### src/rtl/stack_pkg.sv
// Shared definitions for the 3-deep stack machine and its command issuer.
// Holds the opcode encoding used on both the client request port and the
// stack ctl bus, the issuer FSM state encoding, the error codes, and the
// default stack depth so both sides agree on a single value.
package stack_pkg;

    // ctl / req_op encoding
    localparam logic [1:0] OP_POP        = 2'b00;
    localparam logic [1:0] OP_PUSH_HALF  = 2'b01;
    localparam logic [1:0] OP_PUSH_FULL  = 2'b10;
    localparam logic [1:0] OP_PUSH_SPLIT = 2'b11;

    // err_code encoding
    localparam logic [1:0] ERR_NONE      = 2'b00;
    localparam logic [1:0] ERR_OVERFLOW  = 2'b01;
    localparam logic [1:0] ERR_UNDERFLOW = 2'b10;

    // Default stack depth shared by the issuer and the stack machine
    localparam int STACK_SIZE_DEF = 3;

    typedef enum logic [1:0] {
        ST_IDLE     = 2'b00,
        ST_ISSUE    = 2'b01,
        ST_WAIT_RSP = 2'b10
    } state_t;

endpackage

### src/rtl/stack_occ_tracker.sv
// Occupancy tracker for the stack command issuer.
// Mirrors the stack's fill level in a registered counter and judges, purely
// combinationally, whether an incoming opcode fits.
//
// Ports:
//   clk, rst   clock, asynchronous active-high reset
//   chk_op     opcode being offered by the client (checked every cycle)
//   upd        pulse: a command has been issued this cycle, apply it to occ
//   upd_op     opcode of the command being issued
//   occ        current occupancy, 0..STACK_SIZE
//   legal      chk_op can be issued at the current occupancy
//   err_code   reason chk_op is illegal (ERR_NONE when legal)
module stack_occ_tracker
    import stack_pkg::*;
#(
    parameter int STACK_SIZE = STACK_SIZE_DEF
) (
    input  logic       clk,
    input  logic       rst,
    input  logic [1:0] chk_op,
    input  logic       upd,
    input  logic [1:0] upd_op,
    output logic [1:0] occ,
    output logic       legal,
    output logic [1:0] err_code
);

    // Comparisons are done one bit wider so occ+2 cannot wrap.
    localparam logic [2:0] SIZE_X = 3'(STACK_SIZE);

    logic [2:0] occ_x;
    assign occ_x = {1'b0, occ};

    always_comb begin
        legal    = 1'b0;
        err_code = ERR_NONE;
        case (chk_op)
            OP_POP:        legal = (occ != 2'd0);
            OP_PUSH_SPLIT: legal = ((occ_x + 3'd2) <= SIZE_X);
            default:       legal = (occ_x < SIZE_X);
        endcase
        if (!legal) begin
            err_code = (chk_op == OP_POP) ? ERR_UNDERFLOW : ERR_OVERFLOW;
        end
    end

    // Only legal commands are ever issued, so occ cannot leave 0..STACK_SIZE.
    always_ff @(posedge clk or posedge rst) begin
        if (rst) begin
            occ <= 2'd0;
        end else if (upd) begin
            case (upd_op)
                OP_POP:        occ <= occ - 2'd1;
                OP_PUSH_SPLIT: occ <= occ + 2'd2;
                default:       occ <= occ + 2'd1;
            endcase
        end
    end

    a_occ_bound: assert property (@(posedge clk) disable iff (rst) occ_x <= SIZE_X);

endmodule

### src/rtl/stack_cmd_issuer.sv
// Command issuer for the 3-deep stack machine.
// Accepts one client request at a time on a valid/ready handshake, rejects
// requests that would overflow or underflow the stack, drives ctl/DATA_out
// for exactly one cycle per accepted command and returns popped words on a
// one-cycle response strobe.
//
// Ports:
//   clk, rst              clock, asynchronous active-high reset
//   req_valid/req_ready   client handshake; req_op/req_data carry the request
//   rsp_valid/rsp_data    one-cycle pulse with the popped word (data held)
//   err_valid/err_code    one-cycle pulse on a rejected request
//   occ                   current stack occupancy
//   cmd_valid/ctl/DATA_out  command toward the stack (ctl=00 when idle)
//   i_wait                stack o_wait; blocks acceptance only
//   DATA_in               stack DATA_out, sampled RSP_LAT cycles after a pop
module stack_cmd_issuer
    import stack_pkg::*;
#(
    parameter int DATA_WIDTH = 32,
    parameter int STACK_SIZE = STACK_SIZE_DEF,
    parameter int RSP_LAT    = 1
) (
    input  logic                  clk,
    input  logic                  rst,
    input  logic                  req_valid,
    output logic                  req_ready,
    input  logic [1:0]            req_op,
    input  logic [DATA_WIDTH-1:0] req_data,
    output logic                  rsp_valid,
    output logic [DATA_WIDTH-1:0] rsp_data,
    output logic                  err_valid,
    output logic [1:0]            err_code,
    output logic [1:0]            occ,
    output logic                  cmd_valid,
    output logic [1:0]            ctl,
    output logic [DATA_WIDTH-1:0] DATA_out,
    input  logic                  i_wait,
    input  logic [DATA_WIDTH-1:0] DATA_in
);

    // RSP_LAT is limited to 1..3, so two bits cover the wait counter.
    localparam int             CNT_W    = 2;
    localparam logic [CNT_W-1:0] CNT_LAST = CNT_W'(RSP_LAT - 1);

    state_t           state;
    logic [1:0]       op_q;
    logic [CNT_W-1:0] wait_cnt;
    logic             accept;
    logic             legal;
    logic [1:0]       chk_err;
    logic             issuing;

    assign req_ready = (state == ST_IDLE) && !i_wait;
    assign accept    = req_valid && req_ready;
    assign issuing   = (state == ST_ISSUE);

    stack_occ_tracker #(
        .STACK_SIZE (STACK_SIZE)
    ) u_occ (
        .clk      (clk),
        .rst      (rst),
        .chk_op   (req_op),
        .upd      (issuing),
        .upd_op   (op_q),
        .occ      (occ),
        .legal    (legal),
        .err_code (chk_err)
    );

    always_ff @(posedge clk or posedge rst) begin
        if (rst) begin
            state     <= ST_IDLE;
            op_q      <= OP_POP;
            wait_cnt  <= '0;
            cmd_valid <= 1'b0;
            ctl       <= OP_POP;
            DATA_out  <= '0;
            rsp_valid <= 1'b0;
            rsp_data  <= '0;
            err_valid <= 1'b0;
            err_code  <= ERR_NONE;
        end else begin
            // Strobes and the command bus are single-cycle by default;
            // DATA_out and rsp_data deliberately hold.
            rsp_valid <= 1'b0;
            err_valid <= 1'b0;
            err_code  <= ERR_NONE;
            cmd_valid <= 1'b0;
            ctl       <= OP_POP;
            case (state)
                ST_IDLE: begin
                    if (accept) begin
                        if (legal) begin
                            // Outputs are registered, so the command appears
                            // on the bus during the ISSUE cycle itself.
                            op_q      <= req_op;
                            DATA_out  <= req_data;
                            cmd_valid <= 1'b1;
                            ctl       <= req_op;
                            state     <= ST_ISSUE;
                        end else begin
                            err_valid <= 1'b1;
                            err_code  <= chk_err;
                        end
                    end
                end
                ST_ISSUE: begin
                    wait_cnt <= '0;
                    state    <= (op_q == OP_POP) ? ST_WAIT_RSP : ST_IDLE;
                end
                ST_WAIT_RSP: begin
                    if (wait_cnt == CNT_LAST) begin
                        rsp_data  <= DATA_in;
                        rsp_valid <= 1'b1;
                        state     <= ST_IDLE;
                    end else begin
                        wait_cnt <= wait_cnt + CNT_W'(1);
                    end
                end
                default: state <= ST_IDLE;
            endcase
        end
    end

endmodule

### config.mk
export PLATFORM = sky130hd
export DESIGN_NAME = stack_cmd_issuer
export DESIGN_NICKNAME = d
export VERILOG_FILES = /design/src/rtl/stack_pkg.sv /design/src/rtl/stack_occ_tracker.sv /design/src/rtl/stack_cmd_issuer.sv
export SDC_FILE = /design/constraint.sdc
export NUM_CORES = 1
export LEC_CHECK = 0
export ABC_AREA = 1
export BUFFER_PORTS_ARGS = -buffer_cell sky130_fd_sc_hd__buf_4
export CAP_MARGIN = 25
export CORE_ASPECT_RATIO = 1.4
export CORE_MARGIN = 10
export CORE_UTILIZATION = 44
export CTS_BUF_LIST = sky130_fd_sc_hd__clkbuf_16
export DETAILED_ROUTE_END_ITERATION = 8
export PLACE_DENSITY_LB_ADDON = 0.3
export SLEW_MARGIN = 20
export SYNTH_ARGS = -nofsm -noshare
export SYNTH_HDL_FRONTEND = slang
export SYNTH_SLANG_ARGS = --single-unit
### constraint.sdc
create_clock -name clk -period 3.6 [get_ports clk]
set_input_delay 0.72 -clock clk [delete_from_list [all_inputs] [get_ports clk]]
set_output_delay 0.72 -clock clk [all_outputs]
set_load 0.02 [all_outputs]
# Word level (Yosys, flattened, before mapping)
# Index checks and enable logic that the tools add are counted.
# totals
ff_bits	79
inputBits	70
out_inout_bits	74
wordCells	63
# op_classes
add_sub_neg	5
n_lt_le_gt_ge	2
n_eq_ne	8
muxes	24
n_reduce_logical	13
# ops
op	n
two-way mux 2 bit	12
zero test 2 bit	4
two-way mux 1 bit	8
inequality test 2 bit (second input constant)	4
one-hot mux 2 bit (2 select lines)	2
equality test 2 bit (second input constant)	3
one-hot mux 2 bit (3 select lines)	1
AND reduction 3 bit	2
adder 2 x 1 -> 2 bit (second input constant)	2
AND reduction 2 bit	2
nonzero test 2 bit	2
adder 2 x 2 -> 3 bit (second input constant)	1
<= comparator 3 x 2 -> 1 bit (second input constant)	1
adder 2 bit (second input constant)	1
equality test 2 x 1 -> 1 bit (second input constant)	1
logical AND 1 bit	2
< comparator 2 bit (second input constant)	1
one-hot mux 1 bit (2 select lines)	1
subtractor 2 x 1 -> 2 bit (second input constant)	1
zero test 1 bit	1

# Logic depth before layout (Yosys ltp)
# depth
depth_word	6
depth_mapped	8
ltp_nobuf	7

# By module
# A second synthesis with hierarchy kept.
# hier_totals
cells_unflattened	353
hier_area_um2	3145.5
# modules_own_cells
module	instances	cells_per_inst	area_per_inst_um2	seq_area_each_um2
stack_cmd_issuer	1	320	2925.3	1926.8
stack_occ_tracker	1	33	220.2	50.0

# Least setup slack after synthesis
# OpenSTA, ideal clock, no wires.
# synth_path
path_type	input -> register
startpoint	input port req_op[0]
endpoint	register DATA_out[0]
setup_time_ns	0.066
t_arrival_ns	1.756
required_time_ns	3.534
path_slack_ns	1.778
cell_stages	6
n_path_buf	1
path_cell_list	inv_1 > ha_1 > nand3_1 > clkbuf_1 > nand4_1 > nand2_1
# synth_via
elab_chain_len	3
elab_cells_between_ends	4
classes_between	eq/ne (1); mux (1); reduce/logical (2)
# synth_rtl
item	line	rtl
start, declared	stack_cmd_issuer.sv:27	input logic [1:0] req_op,
equality test 2 bit or zero test 2 bit (tied branches)	stack_occ_tracker.sv:37	case (chk_op)
one-hot mux 1 bit (2 select lines) *	stack_occ_tracker.sv:37	
AND reduction 3 bit (no source line) *	n/a	
end signal, assigned	stack_cmd_issuer.sv:97	DATA_out <= req_data;
end, declared	stack_cmd_issuer.sv:36	output logic [DATA_WIDTH-1:0] DATA_out,
# Every way passes the cells marked *; elsewhere a longest branch is shown, timed or not.
# A chain may end at the register's enable or synchronous reset.

# Worst setup path in the final report
# layout_path
startpoint	input port req_op[0]
endpoint	register DATA_out[17]
# The elaborated chain is that of the path after synthesis.

==> results.cfg <==
[run_status]
status = finished clean

[setup_path]
critPathMaxFanout = 36
r2r-end = DATA_out[17]$_DFFE_PP0P_
crit_path_start_kind = primary input
worstPathRequired_ps = 3810
r2r_cells = 7
setup.reg_to_reg.worst_slack_ps = 1550
r2r_start = u_occ.occ[1]$_DFFE_PP0P_
cp.arrival_ps = 2450
cp-end-kind = register
critPathKind = primary input to register

[clocking]
holdBufCountCts = 0
htree_levels = 3
clockRootBuffer = clkbuf_16
cts_resized = 0
cts_buffers = 9
post_cts_buffers = 0
clock_latency_ps = 330
clock_sinks = 79
cts_buffer_depth = 2
path_clk_slew_ps = 60
cts_tree = yes

[layout]
fillCellCount = 609
utilization_pct = 65.8
layout-drive-gt1-share_pct = 32.6
final_cell_area_um2 = 4620
area_growth_pct = 44.4
nets = 571
n_antenna_cell = 0

[floorplanning]
fp.dieH_um = 121
die_w_um = 92.1
dieArea_um2 = 11100
io_pins = 144
rows = 36
core_um2 = 7030
start_util_pct = 45.6

[placement]
hpwl_mm = 6.68
gp_congestion = 0.730
port_buffers = 143
placed_cell_area_um2 = 4350

[logic_synthesis]
ys_seq_area_share_pct = 61.7
syn_inst = 357
yosysTopAreaCellShare_pct = 61.7
syn-mean-instance-area_um2 = 8.97
synth-xor-area-share_pct = 0.273
synth_top_family_by_area = simple AND/OR/NAND/NOR gates
syn_nets = 430
yosysTopAreaCell = dfrtp_1
yosys-top-cells-area = dfrtp_1 62%, nand2_1 21%, nand4_1 6.6%, inv_1 2.3%, buf_2 1.4%
synthMuxAreaShare_pct = 0
synth-seq-cells = 79
synthAdderAreaFrac_pct = 1.17
synth_compound_gate_area_share_pct = 0.469
yosysWarningCount = 0
synth_area_um2 = 3200
synth_cell_types = 17
yosys.area_share.simple_pct = 30.7

[timing]
hold_slack_ps = 416
maxSlewHeadroom_pct = 35.5
setup_viol = 0
fin_tns_setup_ps = 0
fmax_mhz = 447
worstMarginPinSlew_ps = 966
finalHoldViolCount = 0
drv_slew = 0
grt_setup_unrepaired = false
skew_ps = 4.28
finalCriticalPeriod_ps = 2240
period_share_pct = 62.1

[power]
powerDensity_nw_per_um2 = 902
power.total_mw = 4.17
ir_drop_v = 0.000459
cellLeakagePower_nw = 2.63

[grt]
grt_pass1_wl_mm = 14.3
grt_pass1_vias = 2905
grt_usage_pct = 15.6
gr-total-overflow = 0
grt_max_degree = 37
antenna_found_initial = 0

[detailed_routing]
routed_wl_mm = 8.89
post-route-drc-count = 0
drt-initial-drc-count = 84
wl_per_cell_um = 14.9
vias_per_cell = 4.74
drtPass1Iterations = 4
final_antenna_net_count = 0
vias = 2832

[run]
maxCapViolCount = 0

[min_path]
hp-class = primary input to asynchronous set/reset pin
worst max-delay path, cell delays in order:
cell and delay, ps:
buf_4 90, inv_1 40, ha_1 290, a21oi_1 50
nand2_2 490, nand3_4 490, nand2_1 190, nand2_1 80
layout by cell type, fill, tap and decap left out, types with 2 or more instances in the layout:
| cell | Yosys | final |
|---|---|---|
| ha_1 | 3 | 3 |
| o21ai_0 | 2 | 2 |
| nor2_1 | 11 | 11 |
| nand3_1 | 4 | 4 |
| inv_1 | 20 | 19 |
| clkinv_2 | 0 | 2 |
| clkinv_1 | 0 | 5 |
| dfrtp_1 | 79 | 79 |
| nand4_1 | 34 | 34 |
| nand2_1 | 180 | 180 |
| clkbuf_16 | 0 | 9 |
| buf_4 | 0 | 147 |
flip-flops by register name, indices dropped and copies added, names as in the netlist, 2 cells and up:
name and flops:
DATA_out 32, rsp_data 32, ctl 2, err_code 2, op_q 2, state 2
u_occ.occ 2, wait_cnt 2
layout make-up:
cell class	instances	area, um^2	share of cell area (%)
inverters	21	80.1	1.73
repair buffers	148	1120	24.3
well taps	95	119	2.57
multi-input cells	239	1050	22.6
flip-flops and latches	79	1980	42.7
clock buffers	9	225	4.87
clock inverters	7	53.8	1.16
Yosys cell counts:
cell,instances
nand2_1,180
dfrtp_1,79
nand4_1,34
inv_1,20
nor2_1,11
buf_2,9
clkbuf_1,6
nand3_1,4
buf_6,3
ha_1,3
o21ai_0,2
a21oi_1,1
inv_2,1
nand2_2,1
nand3_4,1
nor2_4,1
xor2_1,1
layer usage:
metal | global-route usage [%] | wire length (um) | up-vias
li1 | - | - | 1414
met5 | 0 | 0 | -
met4 | 5.90 | 105 | 0
met1 | 20.1 | 4130 | 1291
met2 | 22.7 | 3870 | 117
met3 | 6.75 | 781 | 10
cells by family (layout without fill, tap and decap cells):
| logic type | count (synthesis) | count (layout) |
|---|---|---|
| fa+ha+maj | 3 | 3 |
| simple gates | 232 | 232 |
| compound gates | 3 | 3 |
| buf+inv | 39 | 185 |
| xor+xnor | 1 | 1 |
| flops | 79 | 79 |
worst max-delay path by stage:
| stage | from | endpoint | slack [ps] | depth (start not counted) |
|---|---|---|---|---|
| finish | req_op[0] | DATA_out[17]$_DFFE_PP0P_ | 1360 | 8 |
| floorplan | rst | DATA_out[0]$_DFFE_PP0P_ | 860 | 1 |
| global route | req_op[0] | DATA_out[6]$_DFFE_PP0P_ | 1180 | 8 |
| detailed placement | req_op[0] | DATA_out[22]$_DFFE_PP0P_ | 1030 | 8 |
| CTS | req_op[0] | DATA_out[17]$_DFFE_PP0P_ | 1370 | 8 |
| global placement | req_op[0] | DATA_out[2]$_DFFE_PP0P_ | 1110 | 8 |
where the power goes:
part           switching [mW]  leakage (nW)  internal (mW)
combinational            1.08          1.51          0.727
sequential              0.234         0.981           1.29
clock                   0.326         0.137          0.523
total                    1.63          2.63           2.54
per-stage QoR:
| step | instances | worst slack [ps] |
|---|---|---|
| after floorplan | 357 | 857 |
| after global placement | 581 | 1110 |
| after detailed placement | 582 | 1030 |
| after CTS | 598 | 1370 |
| after global routing | 598 | 1180 |
| final | 598 | 1360 |
(Power assumes the default switching activity.)
